**src/rtl/i2c_cmd_sequencer.sv**
```systemverilog
// Register-level command front-end for the I2C master: issue, await done, retry on NACK, respond.
// Optional watchdog on each attempt is enabled with `define I2C_SEQ_TIMEOUT_EN.
module i2c_cmd_sequencer #(
  parameter int ADDR_BYTES  = 1,
  parameter int DATA_BYTES  = 2,
  parameter int ST_WIDTH    = 1 + ADDR_BYTES + DATA_BYTES,
  parameter int MAX_RETRIES = 3,
  parameter int RETRY_GAP   = 64,
  parameter int TIMEOUT_CYC = 65535
) (
  input  logic                    clk,
  input  logic                    reset,
  input  logic                    cmd_valid,
  output logic                    cmd_ready,
  input  logic                    cmd_rw,
  input  logic [6:0]              cmd_chip_addr,
  input  logic [8*ADDR_BYTES-1:0] cmd_reg_addr,
  input  logic [8*DATA_BYTES-1:0] cmd_wdata,
  output logic                    rsp_valid,
  input  logic                    rsp_ready,
  output logic [8*DATA_BYTES-1:0] rsp_rdata,
  output logic                    rsp_nack,
  output logic                    rsp_timeout,
  output logic [3:0]              rsp_attempts,
  output logic [6:0]              m_chip_addr,
  output logic [8*ADDR_BYTES-1:0] m_reg_addr,
  output logic [8*DATA_BYTES-1:0] m_data_in,
  output logic                    m_write_en,
  output logic                    m_read_en,
  output logic                    m_write_mode,
  input  logic [8*DATA_BYTES-1:0] m_data_out,
  input  logic [ST_WIDTH-1:0]     m_status,
  input  logic                    m_done,
  input  logic                    m_busy
);

  localparam int GAP_W = $clog2(RETRY_GAP + 1);
  localparam logic [GAP_W-1:0] GAP_LOAD = GAP_W'(RETRY_GAP);
  localparam logic [GAP_W-1:0] GAP_ONE  = GAP_W'(1);
  localparam logic [4:0]       MAX_R    = 5'(MAX_RETRIES);

  if (RETRY_GAP < 1) begin : g_bad_gap
    $error("RETRY_GAP must be at least 1");
  end
  if (MAX_RETRIES < 0 || MAX_RETRIES > 15) begin : g_bad_retries
    $error("MAX_RETRIES must be in 0..15");
  end
  if (TIMEOUT_CYC < 1) begin : g_bad_timeout
    $error("TIMEOUT_CYC must be at least 1");
  end

  typedef enum logic [2:0] {
    S_IDLE, S_ISSUE, S_WAIT_DONE, S_CHECK, S_GAP, S_RESP
  } state_t;

  state_t           state;
  logic             rw_q;
  logic             nack_q;
  logic [GAP_W-1:0] gap_cnt;

  assign m_write_mode = 1'b0;

`ifdef I2C_SEQ_TIMEOUT_EN
  localparam int WD_W = $clog2(TIMEOUT_CYC + 1);
  localparam logic [WD_W-1:0] WD_LAST = WD_W'(TIMEOUT_CYC - 1);
  logic [WD_W-1:0] wd_cnt;
`else
  assign rsp_timeout = 1'b0;
`endif

  always_ff @(posedge clk) begin
    if (!reset) begin
      state        <= S_IDLE;
      cmd_ready    <= 1'b1;
      rsp_valid    <= 1'b0;
      rsp_rdata    <= '0;
      rsp_nack     <= 1'b0;
      rsp_attempts <= '0;
      m_write_en   <= 1'b0;
      m_read_en    <= 1'b0;
      m_chip_addr  <= '0;
      m_reg_addr   <= '0;
      m_data_in    <= '0;
      rw_q         <= 1'b0;
      nack_q       <= 1'b0;
      gap_cnt      <= '0;
`ifdef I2C_SEQ_TIMEOUT_EN
      rsp_timeout  <= 1'b0;
      wd_cnt       <= '0;
`endif
    end else begin
      // enables are single-cycle pulses; only ISSUE raises them
      m_write_en <= 1'b0;
      m_read_en  <= 1'b0;
      case (state)
        S_IDLE: begin
          if (cmd_valid && cmd_ready) begin
            rw_q         <= cmd_rw;
            m_chip_addr  <= cmd_chip_addr;
            m_reg_addr   <= cmd_reg_addr;
            m_data_in    <= cmd_wdata;
            rsp_attempts <= 4'd1;
            rsp_rdata    <= '0;
            rsp_nack     <= 1'b0;
            cmd_ready    <= 1'b0;
            state        <= S_ISSUE;
          end
        end
        S_ISSUE: begin
          if (!m_busy) begin
            m_write_en <= !rw_q;
            m_read_en  <= rw_q;
            state      <= S_WAIT_DONE;
          end
        end
        S_WAIT_DONE: begin
          if (m_done) begin
            nack_q <= |m_status;
            if (rw_q) rsp_rdata <= m_data_out;
            state  <= S_CHECK;
          end
        end
        S_CHECK: begin
          if (nack_q && ({1'b0, rsp_attempts} <= MAX_R)) begin
            rsp_attempts <= rsp_attempts + 4'd1;
            gap_cnt      <= GAP_LOAD;
            state        <= S_GAP;
          end else begin
            rsp_nack  <= nack_q;
            rsp_valid <= 1'b1;
            state     <= S_RESP;
          end
        end
        S_GAP: begin
          gap_cnt <= gap_cnt - GAP_ONE;
          if (gap_cnt == GAP_ONE) state <= S_ISSUE;
        end
        S_RESP: begin
          if (rsp_ready) begin
            rsp_valid <= 1'b0;
            cmd_ready <= 1'b1;
            state     <= S_IDLE;
          end
        end
        default: state <= S_IDLE;
      endcase
`ifdef I2C_SEQ_TIMEOUT_EN
      // watchdog placed after the case so an expiry overrides that cycle's FSM update
      if ((state == S_IDLE && cmd_valid && cmd_ready) ||
          (state == S_GAP && gap_cnt == GAP_ONE)) begin
        wd_cnt <= '0;
        if (state == S_IDLE) rsp_timeout <= 1'b0;
      end else if (state == S_ISSUE || state == S_WAIT_DONE) begin
        if (wd_cnt == WD_LAST) begin
          m_write_en  <= 1'b0;
          m_read_en   <= 1'b0;
          rsp_timeout <= 1'b1;
          rsp_nack    <= 1'b1;
          rsp_valid   <= 1'b1;
          state       <= S_RESP;
        end else begin
          wd_cnt <= wd_cnt + WD_W'(1);
        end
      end
`endif
    end
  end

endmodule

```
**config.mk**
```make
export PLATFORM = sky130hd
export DESIGN_NAME = i2c_cmd_sequencer
export DESIGN_NICKNAME = d
export VERILOG_FILES = /design/src/rtl/i2c_cmd_sequencer.sv
export SDC_FILE = /design/constraint.sdc
export NUM_CORES = 1
export LEC_CHECK = 0
export BUFFER_PORTS_ARGS = -buffer_cell sky130_fd_sc_hd__buf_2
export CAP_MARGIN = 15
export CORE_ASPECT_RATIO = 1.1
export CORE_MARGIN = 2
export CORE_UTILIZATION = 50
export CTS_CLUSTER_DIAMETER = 80
export DETAILED_ROUTE_END_ITERATION = 10
export PLACE_DENSITY = 0.82
export REMOVE_ABC_BUFFERS = 1
export SYNTH_ARGS = -nofsm -noshare
export SYNTH_HDL_FRONTEND = slang
export SYNTH_SLANG_ARGS = --single-unit
export TNS_END_PERCENT = 10
```
**constraint.sdc**
```tcl
create_clock -name clk -period 3.5 [get_ports clk]
set_input_delay 0.35 -clock clk [delete_from_list [all_inputs] [get_ports clk]]
set_output_delay 0.35 -clock clk [all_outputs]
set_load 0.05 [all_outputs]
```
==> results.cfg, run 1 <==
[run_status]
status = finished, final reports clean

[pwr]
p_per_area_nw_per_um2 = 527.4
ir_drop_uv = 303.8
p_leak_nw = 1.595
finalPower_mw = 1.964

[synthesis]
syn_area_um2 = 2942
synth-seq-cells = 68
yosysMostFrequentCell = dfxtp_1
synth_area_leader_cell = dfxtp_1
yosysUniqueCellTypes = 49
avgSynthCellArea_um2 = 8.551
syn-instance-count = 344
yosysWarnings = 0
synth-main-ff-cell = dfxtp_1
synth_edf_count = 0
synth_area_leaders = dfxtp_1, o21ai_0, a21oi_1
ys_seq_area_share_pct = 46.28
ys_top_cells_by_count = dfxtp_1, nand2_1, o21ai_0
synthArstFlopShare_pct = 0
yosysTopAreaCellShare_pct = 46.28

[layout]
finalInstanceArea_um2 = 3724
drive_gt1_share_pct = 31.99
ff_latch_area_um2 = 1361
fillers = 509
diodes = 0
nNetsFinal = 503
final_util_pct = 64.95
area_delta_synth_final_pct = 26.58
multi_input_area_um2 = 1421

[timing]
setup-tns-final_ps = 0
post-route-min-period_ps = 2314
fin_skew_ps = 8.331
min_period_over_period_pct = 66.12
setup_viol = 0
finalHoldViolCount = 0
rsz0062_at_grt = no
slew_viol_final = 0
slew_headroom_pct = 32.26
max_freq_mhz = 432.1
worst_pin_slew_ps = 1016

[job]
drv_cap = 0

[routing]
first_pass_iters = 4
routed_wl_um = 7024
drc_errors = 0
drt_iter0_markers = 113
routedWlPerCell_um = 13.40
top_signal_layer_used = met4
num_vias = 2819
routed_via_density = 5.380
ant_nets = 0
dr_wl_met3_um = 524
wl_met2_um = 3307
wl_met1_um = 3174

[placed_design]
gp_congestion = 0.7815
hpwl_um = 4656
port_buffers = 113
place_area_um2 = 3512

[setup_path]
r2r_slack_ps = 1190
cp.arrival_ps = 2570
crit_type = reg -> reg
cp_max_fo = 20
worstSetupEndpointType = register
critPathSlowestCell = a221oi_4
start_kind = register
cp_cell_sequence = nand2_1 > a221oi_4 > mux2i_1
critPathMaxStageDelay_ps = 910
ff2ff_path_depth = 3
critPathRequiredTime_ps = 3760

[grt]
grt_pass1_vias = 2723
grt_pass1_wl_um = 11690
antenna_found_initial = 0
grt_max_degree = 52
grt_usage_pct = 21.59
grt_overflow = 0

[clocking]
cts_buffers = 9
cts-htree-levels = 3
cts.sinks = 68
insertion_delay_ps = 330
clock_path_buffers = 2
cts-root-buf = clkbuf_8
post-cts-setup-buffer-count = 0
path_clk_slew_ps = 70
cts_tree = yes
cts_resized = 0
cts_hold_buf = 0

[floorplan]
fp.dieH_um = 84.45
core_um2 = 5733
rows = 29
die_w_um = 77.13
die_area_um2 = 6513
start_util_pct = 51.31
ioPinCount = 116

[worst_hold_path]
holdPathStages = 3
min_path_type = in -> reg
registers in the layout, summed over array words and instances (netlist names):
name and cells:
m_data_in 16, rsp_rdata 16, m_reg_addr 8, gap_cnt 7, m_chip_addr 7, rsp_attempts 4, state 3, cmd_ready 1
m_read_en 1, m_write_en 1, nack_q 1, rsp_nack 1, rsp_valid 1, rw_q 1
per-layer routing:
metal  global-route usage (%)  up-vias
met4                    6.818        0
met3                    6.559        2
met1                    25.51     1299
li1                         -     1408
met5                        0        -
met2                    37.47      110
final timing paths:
kind | from | end
setup / recovery | state[1] | rsp_rdata[6]
setup reg to reg | state[1] | rsp_rdata[6]
hold / removal | m_data_out[3] | rsp_rdata[3]
hold reg to reg | rw_q | m_write_en
critical path, delay by kind of cell, from the launching register on:
family | cells | cell delay (ps)
compound gates | 1 | 910
flops | 1 | 760
mux | 1 | 300
simple gates | 1 | 270
final cells by class:
type                            instances  share of cell area (%)
Tap cell                               77                   2.587
Sequential cell                        68                   36.56
Clock buffer                           11                   4.066
Timing Repair Buffer                  118                   16.20
Clock inverter                          5                   1.613
Inverter                                8                  0.8065
Multi-Input combinational cell        237                   38.17
through the flow:
| step | std cells | hold WS [ps] | worst slack, ps |
|---|---|---|---|
| after detailed placement | 508 | 437.1 | 1180 |
| after global placement | 508 | 427.6 | 1279 |
| after CTS | 524 | 235.2 | 1176 |
| after global routing | 524 | 243.3 | 968.5 |
| final | 524 | 255.5 | 1186 |
| after floorplan | 313 | 406.8 | -13.41 |
cells in the final DEF (no fill, tap or decap), types with 2 or more instances in the layout:
master      n
clkbuf_8   11
buf_2     113
nor3b_1     3
nand4b_1    2
o21ai_0    40
nor4_1      3
inv_1       7
nand3_1    34
nor2_1      8
and3b_1     2
dfxtp_1    68
or3b_2      2
nor3_1      3
nand2_1    42
conb_1      2
clkinv_4    2
o211ai_1    2
buf_4       5
a31o_2      2
mux2i_1    17
a31oi_1     4
a21oi_1    39
and2_1      4
ha_1        3
nor2b_1     2
where the power goes:
| group | internal, mW | switching (mW) |
|---|---|---|
| Combinational | 0.136 | 0.316 |
| Sequential | 0.821 | 0.0318 |
| Clock | 0.369 | 0.291 |
cell families (layout without fill, tap and decap cells):
family,Yosys count,count (layout),synth area share [%]
buffers and inverters,40,142,6.252
AOI/OAI and AO/OA,98,98,19.14
muxes,17,17,5.785
other,1,2,0.1275
and+or+nand+nor,117,117,21.14
DFF,68,68,46.28
adders and majority gates,3,3,1.276
Power figures use the tool's default switching activity.
==> run 2: changes to the inputs <==
- CORE_UTILIZATION: 50 -> 48
- PLACE_DENSITY: 0.82 -> 0.79
- clock period: 3.5 -> 2.2 ns (I/O delays scaled with it)
==> run 2 against run 1 <==
Fmax increased by 36%. Wire length increased by 2.7%. Non-clock buffer count up 6. Clock skew shrank 2.6 ps. Highest routed layer unchanged.
==> results.cfg, run 2 (synthesis gave the netlist of run 1 again) <==
[floorplan]
core_um2 = 5842
start_util_pct = 50.35
die_w_um = 78.64
rows = 29
die_area_um2 = 6771
fp.dieH_um = 86.11
ioPinCount = 116

[placed_design]
place_area_um2 = 3557
pre_cts_ws_ps = 537.6
gp_congestion = 0.8646
hpwl_um = 4997
port_buffers = 113

[clocking]
clock_path_buffers = 2
post-cts-setup-buffer-count = 0
cts_buffers = 9
insertion_delay_ps = 330
cts.sinks = 68
cts-htree-levels = 3
cts-root-buf = clkbuf_8
cts_hold_buf = 0
path_clk_slew_ps = 70
cts_resized = 0
cts_tree = yes

[layout]
area_delta_synth_final_pct = 27.78
finalInstanceArea_um2 = 3759
diodes = 0
drive_gt1_share_pct = 32.89
final_cell_mix = buf_2, dfxtp_1, nand2_1
final_common_cell = buf_2
nNetsFinal = 509
fillers = 522
largestRegisters = m_data_in x16, rsp_rdata x16, m_reg_addr x8

[setup_path]
start_kind = register
critPathRequiredTime_ps = 2400
cp_max_fo = 23
worstSetupEndpointType = register
r2r_slack_ps = 490
crit_path_start = state[0]
cp.arrival_ps = 1910
rr_startpoint = state[0]
crit_type = reg -> reg
r2r_end = rsp_attempts[1]
crit_path_end = rsp_attempts[1]
ff2ff_path_depth = 3

[grt]
grt_pass1_wl_um = 11860
grt_max_degree = 34
grt_pass1_vias = 2652
grt_usage_pct = 21.71
grt_overflow = 0
antenna_found_initial = 0

[routing]
drt_iter0_markers = 114
drc_errors = 0
routed_via_density = 5.396
routedWlPerCell_um = 13.62
first_pass_iters = 4
routed_wl_um = 7216
num_vias = 2860
ant_nets = 0

[timing]
finalHoldViolCount = 0
fin_skew_ps = 5.773
setup_viol = 0
worst_pin_slew_ps = 668.7
slew_viol_final = 0
post-route-min-period_ps = 1707
rsz0062_at_grt = no
slew_headroom_pct = 55.36
max_freq_mhz = 585.8
holdWs_ps = 128.9
fin_ws_ps = 493.1
min_period_over_period_pct = 77.59

[run_status]
status = finished, final reports clean

[pwr]
ir_drop_uv = 552.0
p_leak_nw = 1.618
p_per_area_nw_per_um2 = 827.2

[job]
drv_cap = 0

[worst_hold_path]
min_path_type = in -> reg
run 2: cell count changes in the layout (fill, tap and decap cells not counted), sizes merged:
cell | previous run | this run
buf | 118 | 124
clkbuf | 11 | 10
clkinvlp | 1 | 2
run 2: where the power goes:
| group | internal, mW | switching, mW |
|---|---|---|
| combinational | 0.225 | 0.499 |
| sequential | 1.31 | 0.0632 |
| clock | 0.552 | 0.465 |
run 2: how the worst min path moves through the flow:
stage / startpoint / to / slack [ps] / cells after the start
finish: m_data_out[1] / rsp_rdata[1] / 130 / 3
global route: m_data_out[1] / rsp_rdata[1] / 120 / 3
CTS: m_data_out[1] / rsp_rdata[1] / 110 / 3
detailed placement: rw_q / m_write_en / 440 / 1
global placement: rw_q / m_write_en / 430 / 1
floorplan: reset / cmd_ready / 290 / 1
run 2: layer usage:
layer | global-route usage (%) | wire [um] | vias to the layer above | share of wire (%)
li1 | - | - | 1421 | -
met1 | 28.17 | 3279 | 1307 | 45
met2 | 35.04 | 3241 | 120 | 45
met3 | 4.842 | 571 | 12 | 7.9
met4 | 8.772 | 123 | 0 | 1.7
met5 | 0 | 0 | - | 0
run 2: metrics by stage:
stage	power (mW)	util [%]	TNS, ps	instances
after detailed placement	2.120	60.89	0	514
after CTS	3.141	64.34	0	530
after global placement	2.109	60.89	0	514
after global routing	3.264	64.34	0	530
after floorplan	1.884	-	-43110	313
final	3.109	64.34	0	530
run 2: area by class of cell:
cell class	instances	area [um2]	share of cell area, %
clock buffers	10	137.6	3.662
clock inverters	6	63.81	1.698
inverters	8	30.03	0.7989
multi-input cells	237	1421	37.82
flip-flops and latches	68	1361	36.22
well taps	77	96.34	2.563
repair buffers	124	648.1	17.24
run 2: critical path, cell delays in order, from the launching register on:
cell and delay [ps]:
dfxtp_1 750, nand3b_1 360, o22ai_1 330, o32ai_1 140
